$ cat config.mk
export PLATFORM = sky130hd
export DESIGN_NAME = mem_wb_unit
export DESIGN_NICKNAME = d
export VERILOG_FILES = /design/src/rtl/mem_wb_unit_pkg.sv /design/src/rtl/mem_wb_slot_reg.sv /design/src/rtl/mem_wb_unit.sv
export SDC_FILE = /design/constraint.sdc
export NUM_CORES = 1
export LEC_CHECK = 0
export CAP_MARGIN = 30
export CELL_PAD_IN_SITES_DETAIL_PLACEMENT = 0
export CELL_PAD_IN_SITES_GLOBAL_PLACEMENT = 1
export CORE_AREA = 2 2 194 196
export CTS_CLUSTER_SIZE = 24
export DETAILED_ROUTE_END_ITERATION = 16
export DIE_AREA = 0 0 196 198
export PLACE_DENSITY = 0.66
export SYNTH_ARGS = -nofsm -noshare
export SYNTH_HDL_FRONTEND = slang
export SYNTH_SLANG_ARGS = --single-unit
$ cat constraint.sdc
create_clock -name clk -period 4.6 [get_ports clk]
set_clock_uncertainty 0.2 [all_clocks]
set_input_delay 1.15 -clock clk [delete_from_list [all_inputs] [get_ports clk]]
set_output_delay 1.15 -clock clk [all_outputs]
set_load 0.005 [all_outputs]
$ cat src/rtl/mem_wb_unit_pkg.sv
// mem_wb_unit_pkg
// Shared definitions for the MEM/WB back end of the dual-issue pipeline:
// register-index width, the link register number, the memory-serialisation
// FSM encoding and a small helper that decides whether a slot mispredicted.
package mem_wb_unit_pkg;

  // Width of a register index in a slot bundle.
  localparam int REG_W = 5;

  // Register written by jal (link register).
  localparam logic [REG_W-1:0] LINK_REG = 5'd31;

  // RUN: normal flow, both slots retire together.
  // SPLIT: slot 1 already retired, slot 2 now owns the memory port.
  typedef enum logic {
    RUN   = 1'b0,
    SPLIT = 1'b1
  } mem_state_e;

  // A live branch whose resolved direction differs from the prediction.
  function automatic logic mispredicts(input logic live, input logic branch,
                                       input logic taken, input logic pred);
    return live & branch & (taken ^ pred);
  endfunction

endpackage

$ cat src/rtl/mem_wb_slot_reg.sv
// mem_wb_slot_reg
// One slot's MEM/WB pipeline register plus the write-back data select.
// Ports:
//   clk, rst          clock, synchronous active-high reset
//   commit            slot really retires on this edge (live and its turn)
//   alu_res, return_addr, mem_to_reg, reg_write_en, jal, dest_reg
//                     MEM-stage slot fields captured on every edge
//   dmem_rdata        memory read data, valid during the WB cycle
//   write_data        selected write-back value (jal link / load / ALU)
//   alu_res_wb, write_reg, reg_write, jal_wb
//                     registered WB-stage fields
module mem_wb_slot_reg
  import mem_wb_unit_pkg::*;
#(
  parameter int DATA_W = 32,
  parameter int PC_W   = 10
) (
  input  logic              clk,
  input  logic              rst,
  input  logic              commit,
  input  logic [DATA_W-1:0] alu_res,
  input  logic [PC_W-1:0]   return_addr,
  input  logic              mem_to_reg,
  input  logic              reg_write_en,
  input  logic              jal,
  input  logic [REG_W-1:0]  dest_reg,
  input  logic [DATA_W-1:0] dmem_rdata,
  output logic [DATA_W-1:0] write_data,
  output logic [DATA_W-1:0] alu_res_wb,
  output logic [REG_W-1:0]  write_reg,
  output logic              reg_write,
  output logic              jal_wb
);

  logic [PC_W-1:0] return_addr_q;
  logic            mem_to_reg_q;

  // Data fields are captured every edge; only the write enable and the jal
  // flag are qualified by commit, so a slot that does not retire this edge
  // leaves no architectural effect in WB.
  always_ff @(posedge clk) begin
    if (rst) begin
      alu_res_wb    <= '0;
      return_addr_q <= '0;
      mem_to_reg_q  <= 1'b0;
      write_reg     <= '0;
      reg_write     <= 1'b0;
      jal_wb        <= 1'b0;
    end else begin
      alu_res_wb    <= alu_res;
      return_addr_q <= return_addr;
      mem_to_reg_q  <= mem_to_reg;
      write_reg     <= dest_reg;
      reg_write     <= commit & reg_write_en;
      jal_wb        <= commit & jal;
    end
  end

  // Load data arrives from memory during WB, so it is selected here rather
  // than registered. The jal link value takes precedence.
  always_comb begin
    write_data = alu_res_wb;
    if (jal_wb) begin
      write_data = {{(DATA_W-PC_W){1'b0}}, return_addr_q};
    end else if (mem_to_reg_q) begin
      write_data = dmem_rdata;
    end
  end

endmodule

$ cat src/rtl/mem_wb_unit.sv
// mem_wb_unit
// Back end of the dual-issue pipeline. Takes both EX/MEM slot bundles,
// drives the single data-memory port (serialising the slots when both need
// it), holds the MEM/WB registers and resolves branch mispredictions.
// Slot 1 is always the older instruction.
// Ports:
//   clk, rst                      clock, synchronous active-high reset
//   *1_MEM / *2_MEM               EX/MEM slot bundles
//   dmem_rdata                    read data, valid the cycle after dmem_re
//   dmem_addr/wdata/we/re         shared data-memory port
//   mem_stall                     freezes upstream and EX/MEM registers
//   aluRes{1,2}_MEM_fwd           MEM-stage forwarding values
//   *_WB                          write-back outputs per slot
//   correct_en, flush_IFID, flush_IDEX, correction
//                                 branch correction to the front pipe
module mem_wb_unit
  import mem_wb_unit_pkg::*;
#(
  parameter int DATA_W  = 32,
  parameter int PC_W    = 10,
  parameter int DMEM_AW = 10
) (
  input  logic               clk,
  input  logic               rst,
  input  logic [DATA_W-1:0]  aluRes1_MEM,
  input  logic [DATA_W-1:0]  aluRes2_MEM,
  input  logic [DATA_W-1:0]  forwardBRes1_MEM,
  input  logic [DATA_W-1:0]  forwardBRes2_MEM,
  input  logic               MemReadEn1_MEM,
  input  logic               MemReadEn2_MEM,
  input  logic               MemWriteEn1_MEM,
  input  logic               MemWriteEn2_MEM,
  input  logic               MemtoReg1_MEM,
  input  logic               MemtoReg2_MEM,
  input  logic               RegWriteEn1_MEM,
  input  logic               RegWriteEn2_MEM,
  input  logic               jal1_MEM,
  input  logic               jal2_MEM,
  input  logic               Branch1_MEM,
  input  logic               Branch2_MEM,
  input  logic               taken1_MEM,
  input  logic               taken2_MEM,
  input  logic               pred1_MEM,
  input  logic               pred2_MEM,
  input  logic [REG_W-1:0]   DestReg1_MEM,
  input  logic [REG_W-1:0]   DestReg2_MEM,
  input  logic [PC_W-1:0]    return_addr1_MEM,
  input  logic [PC_W-1:0]    return_addr2_MEM,
  input  logic [PC_W-1:0]    target1_MEM,
  input  logic [PC_W-1:0]    target2_MEM,
  input  logic [DATA_W-1:0]  dmem_rdata,
  output logic [DMEM_AW-1:0] dmem_addr,
  output logic [DATA_W-1:0]  dmem_wdata,
  output logic               dmem_we,
  output logic               dmem_re,
  output logic               mem_stall,
  output logic [DATA_W-1:0]  aluRes1_MEM_fwd,
  output logic [DATA_W-1:0]  aluRes2_MEM_fwd,
  output logic [DATA_W-1:0]  writeData1_WB,
  output logic [DATA_W-1:0]  writeData2_WB,
  output logic [DATA_W-1:0]  aluRes1_WB,
  output logic [DATA_W-1:0]  aluRes2_WB,
  output logic [REG_W-1:0]   writeReg1_WB,
  output logic [REG_W-1:0]   writeReg2_WB,
  output logic               regWrite1_WB,
  output logic               regWrite2_WB,
  output logic               jal1_WB,
  output logic               jal2_WB,
  output logic               correct_en,
  output logic               flush_IFID,
  output logic               flush_IDEX,
  output logic [PC_W-1:0]    correction
);

  mem_state_e state_q;
  logic       squash_q;

  logic live1, live2;
  logic mem1, mem2;
  logic mis1, mis2;
  logic split_start;
  logic commit1, commit2;

  // Slot qualification. During SPLIT slot 1 has already retired, so only
  // slot 2 is considered. A slot 1 mispredict kills slot 2 outright, which
  // also prevents a SPLIT. When a SPLIT is about to start, slot 2 is only
  // evaluated (branch and retirement) in the SPLIT cycle, so its branch
  // outcome is not acted on twice.
  always_comb begin
    live1       = ~squash_q & (state_q == RUN);
    mis1        = mispredicts(live1, Branch1_MEM, taken1_MEM, pred1_MEM);
    live2       = ~squash_q & ~mis1;
    mem1        = live1 & (MemReadEn1_MEM | MemWriteEn1_MEM);
    mem2        = live2 & (MemReadEn2_MEM | MemWriteEn2_MEM);
    split_start = (state_q == RUN) & mem1 & mem2;
    mis2        = mispredicts(live2 & ~split_start, Branch2_MEM, taken2_MEM, pred2_MEM);
    commit1     = live1;
    commit2     = live2 & ~split_start;
  end

  // Memory port: the older slot wins whenever it is a mem op; in SPLIT slot 1
  // is not live so slot 2 drives the port from the held upstream inputs.
  // Strobes are masked during reset so a reset in SPLIT aborts slot 2's write.
  always_comb begin
    if (mem1) begin
      dmem_addr  = aluRes1_MEM[DMEM_AW-1:0];
      dmem_wdata = forwardBRes1_MEM;
      dmem_we    = MemWriteEn1_MEM & ~rst;
      dmem_re    = MemReadEn1_MEM & ~rst;
    end else begin
      dmem_addr  = aluRes2_MEM[DMEM_AW-1:0];
      dmem_wdata = forwardBRes2_MEM;
      dmem_we    = mem2 & MemWriteEn2_MEM & ~rst;
      dmem_re    = mem2 & MemReadEn2_MEM & ~rst;
    end
  end

  // Stall, branch correction and forwarding. Slot 1 has priority when
  // choosing the correction target.
  always_comb begin
    mem_stall       = split_start & ~rst;
    correct_en      = (mis1 | mis2) & ~rst;
    flush_IFID      = correct_en;
    flush_IDEX      = correct_en;
    correction      = '0;
    if (mis1) begin
      correction = taken1_MEM ? target1_MEM : return_addr1_MEM;
    end else if (mis2) begin
      correction = taken2_MEM ? target2_MEM : return_addr2_MEM;
    end
    aluRes1_MEM_fwd = aluRes1_MEM;
    aluRes2_MEM_fwd = aluRes2_MEM;
  end

  // Serialisation FSM and the wrong-path squash flag. Mispredicts never
  // coincide with a stall, so the cycle after a mispredict is always an
  // accepted one and the squash lasts exactly one cycle.
  always_ff @(posedge clk) begin
    if (rst) begin
      state_q  <= RUN;
      squash_q <= 1'b0;
    end else begin
      state_q  <= split_start ? SPLIT : RUN;
      squash_q <= mis1 | mis2;
    end
  end

  mem_wb_slot_reg #(.DATA_W(DATA_W), .PC_W(PC_W)) u_slot1 (
    .clk          (clk),
    .rst          (rst),
    .commit       (commit1),
    .alu_res      (aluRes1_MEM),
    .return_addr  (return_addr1_MEM),
    .mem_to_reg   (MemtoReg1_MEM),
    .reg_write_en (RegWriteEn1_MEM),
    .jal          (jal1_MEM),
    .dest_reg     (DestReg1_MEM),
    .dmem_rdata   (dmem_rdata),
    .write_data   (writeData1_WB),
    .alu_res_wb   (aluRes1_WB),
    .write_reg    (writeReg1_WB),
    .reg_write    (regWrite1_WB),
    .jal_wb       (jal1_WB)
  );

  mem_wb_slot_reg #(.DATA_W(DATA_W), .PC_W(PC_W)) u_slot2 (
    .clk          (clk),
    .rst          (rst),
    .commit       (commit2),
    .alu_res      (aluRes2_MEM),
    .return_addr  (return_addr2_MEM),
    .mem_to_reg   (MemtoReg2_MEM),
    .reg_write_en (RegWriteEn2_MEM),
    .jal          (jal2_MEM),
    .dest_reg     (DestReg2_MEM),
    .dmem_rdata   (dmem_rdata),
    .write_data   (writeData2_WB),
    .alu_res_wb   (aluRes2_WB),
    .write_reg    (writeReg2_WB),
    .reg_write    (regWrite2_WB),
    .jal_wb       (jal2_WB)
  );

endmodule

==> results.md <==
Timing:
- The maximum clock frequency is 0.222 GHz.
- The period utilization is 97.8%.
- Setup repair after global routing left no endpoint under its margin.
- Setup violations remaining at the end of the flow were counted as 0.
- The clock period minus final worst setup slack is 4.50 ns.
- The count of endpoints failing hold in the final timing report is 0.
- The worst-case headroom to the max-slew limit is 50.0%.
- The count of pins over their slew limit is 0.
- The worst-margin pin slew is 0.751 ns.
- The worst hold slack after final layout is 0.606 ns.

Floorplanning:
- The total die area is 38800 µm².
- The top-level port count is 492.
- The placeable core area is 37000 µm².
- The starting utilization of the core area is 14.9%.
- The initialized floorplan defines 71 standard-cell rows.
- The vertical die dimension is 198 µm.
- The die boundary width is 196 µm.

Clock network:
- CTS placed an instance of sky130_fd_sc_hd__clkbuf_16 at the clock tree root.
- The number of hold buffers added after CTS is 0.
- Clock latency on the worst-skew pair, taken at its later pin, is 0.37 ns.
- The clock-pin transition on the worst setup and hold timing paths is 0.07 ns.
- The number of buffers added by the clock tree synthesis step is 9.
- The H-tree was split into 3 levels.
- The number of buffers inserted by post-CTS setup repair is 0.
- TritonCTS built the clock tree.
- The tree built by TritonCTS fans out to 102 sinks.
- The longest clock path from root to sink contains 2 buffers.

Drt:
- After detailed routing, the total wire length is 27.0 mm.
- The average vias per placed instance is 3.74.
- In the final routed layout, each cell accounts on average for 18.5 µm.
- For this run, the detailed router's first-pass iteration total came to 4.
- In this run, the number of DRC markers left after iteration 0 of detailed routing was 79.
- The DRC violation count after routing is 0.
- The antenna violation net count after detailed routing is 0.
- The routed layout has 5445 vias.

Worst setup path:
- In this run the worst path has a maximum fanout of 9.
- The critical path contains buffers and inverters numbering 3 combined.
- The worst setup path is launched from an input port.
- The destination of the worst register-to-register timing path is squash_q$_SDFF_PP0_.
- The biggest cell delay along the critical path is 0.53 ns.
- For this design, the slowest cell found on the critical path is sky130_fd_sc_hd__clkdlybuf4s50_1.
- The worst setup path category is in2out.
- For the worst flop-to-flop path, the logic depth is 4.
- Data arrives at the worst endpoint at 3.15 ns.
- The startpoint of the lowest-slack register-to-register path is squash_q$_SDFF_PP0_.
- The kind of capture point of the worst setup path is an output pin.
- The kind of cell with the highest combined delay along the critical path is buffers and inverters.
- For the worst setup path, the data required time is 3.25 ns.
- Traced cell by cell, the critical path runs through clkdlybuf4s50_1 > or3b_1 > or2_1 > buf_4 > o22ai_1 > clkdlybuf4s50_1.
- The cell repeated most along the worst path is sky130_fd_sc_hd__clkdlybuf4s50_1.
- In this run the register-to-register setup slack is 2.93 ns.

Final layout:
- The area added between synthesis and finish is 96.4%.
- After filler insertion, the fill cell instance count of the layout stands at 3910.
- The number of nets in the final layout is 1206.
- Once layout is done, the placed cells without fillers occupy 10800 µm².
- The largest registers in the layout are u_slot1.alu_res_wb x32, u_slot2.alu_res_wb x32.
- The share of final-layout standard cells stronger than drive strength 1 is 9.56%.
- The number of inserted diodes is 0.

Logic synthesis:
- The sequential cell area fraction in the yosys report is 37.2%.
- The cell type with the highest aggregate area in the netlist is sky130_fd_sc_hd__dfxtp_1.
- The number of different library cells used by synthesis comes to 33.
- In the synthesized netlist, mux cells make up 26.9% of the area.
- Sorting the synthesized cells by area gives the leading types as sky130_fd_sc_hd__dfxtp_1, sky130_fd_sc_hd__mux2i_1, sky130_fd_sc_hd__nor2b_1.
- The average instance area after synthesis is 9.77 µm².
- Counting flops and latches in the post-synthesis netlist gives 102.
- The number of warnings issued by yosys is 0.
- After technology mapping, the gate count stands at 562.
- The area share of fa/ha/maj cells after synthesis is 0%.
- The share of synthesized area in the top cell type comes to 37.2%.
- The main combinational cell family by area after synthesis is multiplexers.
- The xor/xnor cell area share of the yosys netlist is 0.319%.
- The synthesized netlist devotes 4.88% of its cell area to compound gates.
- Summing every instance area after synthesis gives 5490 µm².
- The simple logic cell fraction of the synthesized area is 17.4%.
- Counting every net in the synthesized netlist gives 790.

Global route:
- The total routing resource utilization after global routing is 13.3%.
- The first global-routing pass estimated 37.1 mm of wire.
- The initial antenna violation count is 2.
- The total overflow reported by the global router is 0.
- The via count of the first global-routing pass is 5684.
- The maximum number of pins on one net before global-route repair is 41.

Worst hold path:
- In this run the most critical hold path is launched from squash_q$_SDFF_PP0_.
- The min-delay analysis places its worst path in the category reg2reg.
- The depth of the worst hold-timing path is 3.
- The worst-case hold path end point is u_slot1.jal_wb$_SDFF_PP0_.

Power:
- The clock power share is 31.1%.
- In this run switching power makes up 26.0% of total power.
- The share of total power dissipated in combinational logic is 34.7%.
- The internal power consumption is 2.10 mW.
- The portion of total power attributed to sequential cells is 34.3%.
- The reported net switching power is 0.739 mW.
- For this design the static power due to leakage is 4.15 nW.
- The completed layout was analyzed and its total power is 2.84 mW.
- The power per unit of standard cell area is 263 nW/µm².
- Across the VDD grid, the largest voltage drop is 0.174 mV.

Placed design:
- Buffers placed on the I/O ports in this run total 491.
- The area of placed instances is 10400 µm².
- The routability congestion estimate is 0.794.
- Detailed placement ended at an HPWL of 22.4 mm.

Flow run:
- Max-cap violations in this run came to 0.

Outcome:
- The run finished with clean final reports.
## worst register-to-register path, stage by stage (launching register included)
cell and delay, ns:
sky130_fd_sc_hd__dfxtp_1 0.35, sky130_fd_sc_hd__or3b_1 0.40, sky130_fd_sc_hd__or2_1 0.31, sky130_fd_sc_hd__buf_4 0.21, sky130_fd_sc_hd__a21oi_1 0.14
## final cells by class
type / count / area (µm²) / share of cell area (%)
timing repair buffer: 509 / 5070 / 47.0
inverter: 2 / 7.51 / 0.0696
multi-input combinational: 354 / 2730 / 25.3
clock inverter: 3 / 65.1 / 0.603
tap: 474 / 593 / 5.50
clock buffer: 13 / 270 / 2.51
sequential: 102 / 2050 / 19.0
## stage by stage
step	TNS (ns)	setup WS, ns	util (%)	std cells
6_report	0	0.103	29.2	1457
3_3_place_gp	0	0.0102	28.2	1441
2_1_floorplan	0	0.958	-	562
3_5_place_dp	-0.0626	-0.0240	28.2	1441
5_1_grt	0	0.0251	29.2	1457
4_1_cts	0	0.0562	29.2	1457
## cells in the mapped netlist, drive strengths merged
master,number
a21boi,1
a21oi,2
a311o,1
a32o,1
and2,3
and3,2
buf,81
clkbuf,23
dfxtp,102
inv,2
mux2,52
mux2i,74
nand2,21
nand2b,2
nand3,1
nor2,47
nor2b,98
o21ai,30
o221ai,1
o22ai,10
o31a,1
or2,4
or3b,1
xnor2,2
## what timing repair did
| action | in CTS | in global routing |
|---|---|---|
| setup endpoints to repair | 3 | 9 |
| endpoints found under the hold margin | 0 | 0 |
| gates resized for setup | 1 | 2 |
| gates cloned | 0 | 0 |
## placed cells by master (no fill, tap or decap), types with 6 or more instances in the layout
cell / n
sky130_fd_sc_hd__mux2i_1: 74
sky130_fd_sc_hd__mux2_4: 40
sky130_fd_sc_hd__buf_4: 17
sky130_fd_sc_hd__clkbuf_16: 9
sky130_fd_sc_hd__dfxtp_1: 98
sky130_fd_sc_hd__mux2_2: 10
sky130_fd_sc_hd__o22ai_1: 10
sky130_fd_sc_hd__nor2b_1: 98
sky130_fd_sc_hd__o21ai_1: 6
sky130_fd_sc_hd__o21ai_0: 24
sky130_fd_sc_hd__nand2_1: 21
sky130_fd_sc_hd__clkdlybuf4s50_1: 490
sky130_fd_sc_hd__nor2_1: 47
## worst max-delay path by stage
stage	startpoint	end	slack [ns]	cells past startpoint
2_1_floorplan	MemReadEn2_MEM	flush_IDEX	0.96	5
3_3_place_gp	MemWriteEn1_MEM	flush_IDEX	0.01	5
3_5_place_dp	MemWriteEn1_MEM	flush_IDEX	-0.02	5
4_1_cts	MemWriteEn1_MEM	flush_IDEX	0.06	5
5_1_grt	Branch1_MEM	correction[5]	0.03	6
6_report	Branch1_MEM	correction[6]	0.10	6
## power groups by stage
stage	clock [mW]	combinational, mW	sequential [mW]
3_3_place_gp	0	0.994	0.993
5_1_grt	0.957	1.05	0.980
3_5_place_dp	0	0.993	0.994
2_1_floorplan	0	0.383	0.976
6_report	0.881	0.984	0.972
4_1_cts	0.932	1.00	0.973
## routing by layer
layer | track usage, % | part of all wire (%)
met1 | 14.9 | 41
met3 | 4.43 | 8.1
met4 | 4.91 | 2.0
met2 | 23.3 | 49
met5 | 0 | 0.048
## cell families (layout without fill, tap and decap cells)
family | count (synthesis) | in the layout
AO/OA/AOI/OAI | 47 | 47
XOR/XNOR | 2 | 2
buffers and inverters | 106 | 527
flip-flops | 102 | 102
multiplexers | 126 | 126
AND/OR/NAND/NOR | 179 | 179
Note: power is estimated with default switching activity, not from simulation.
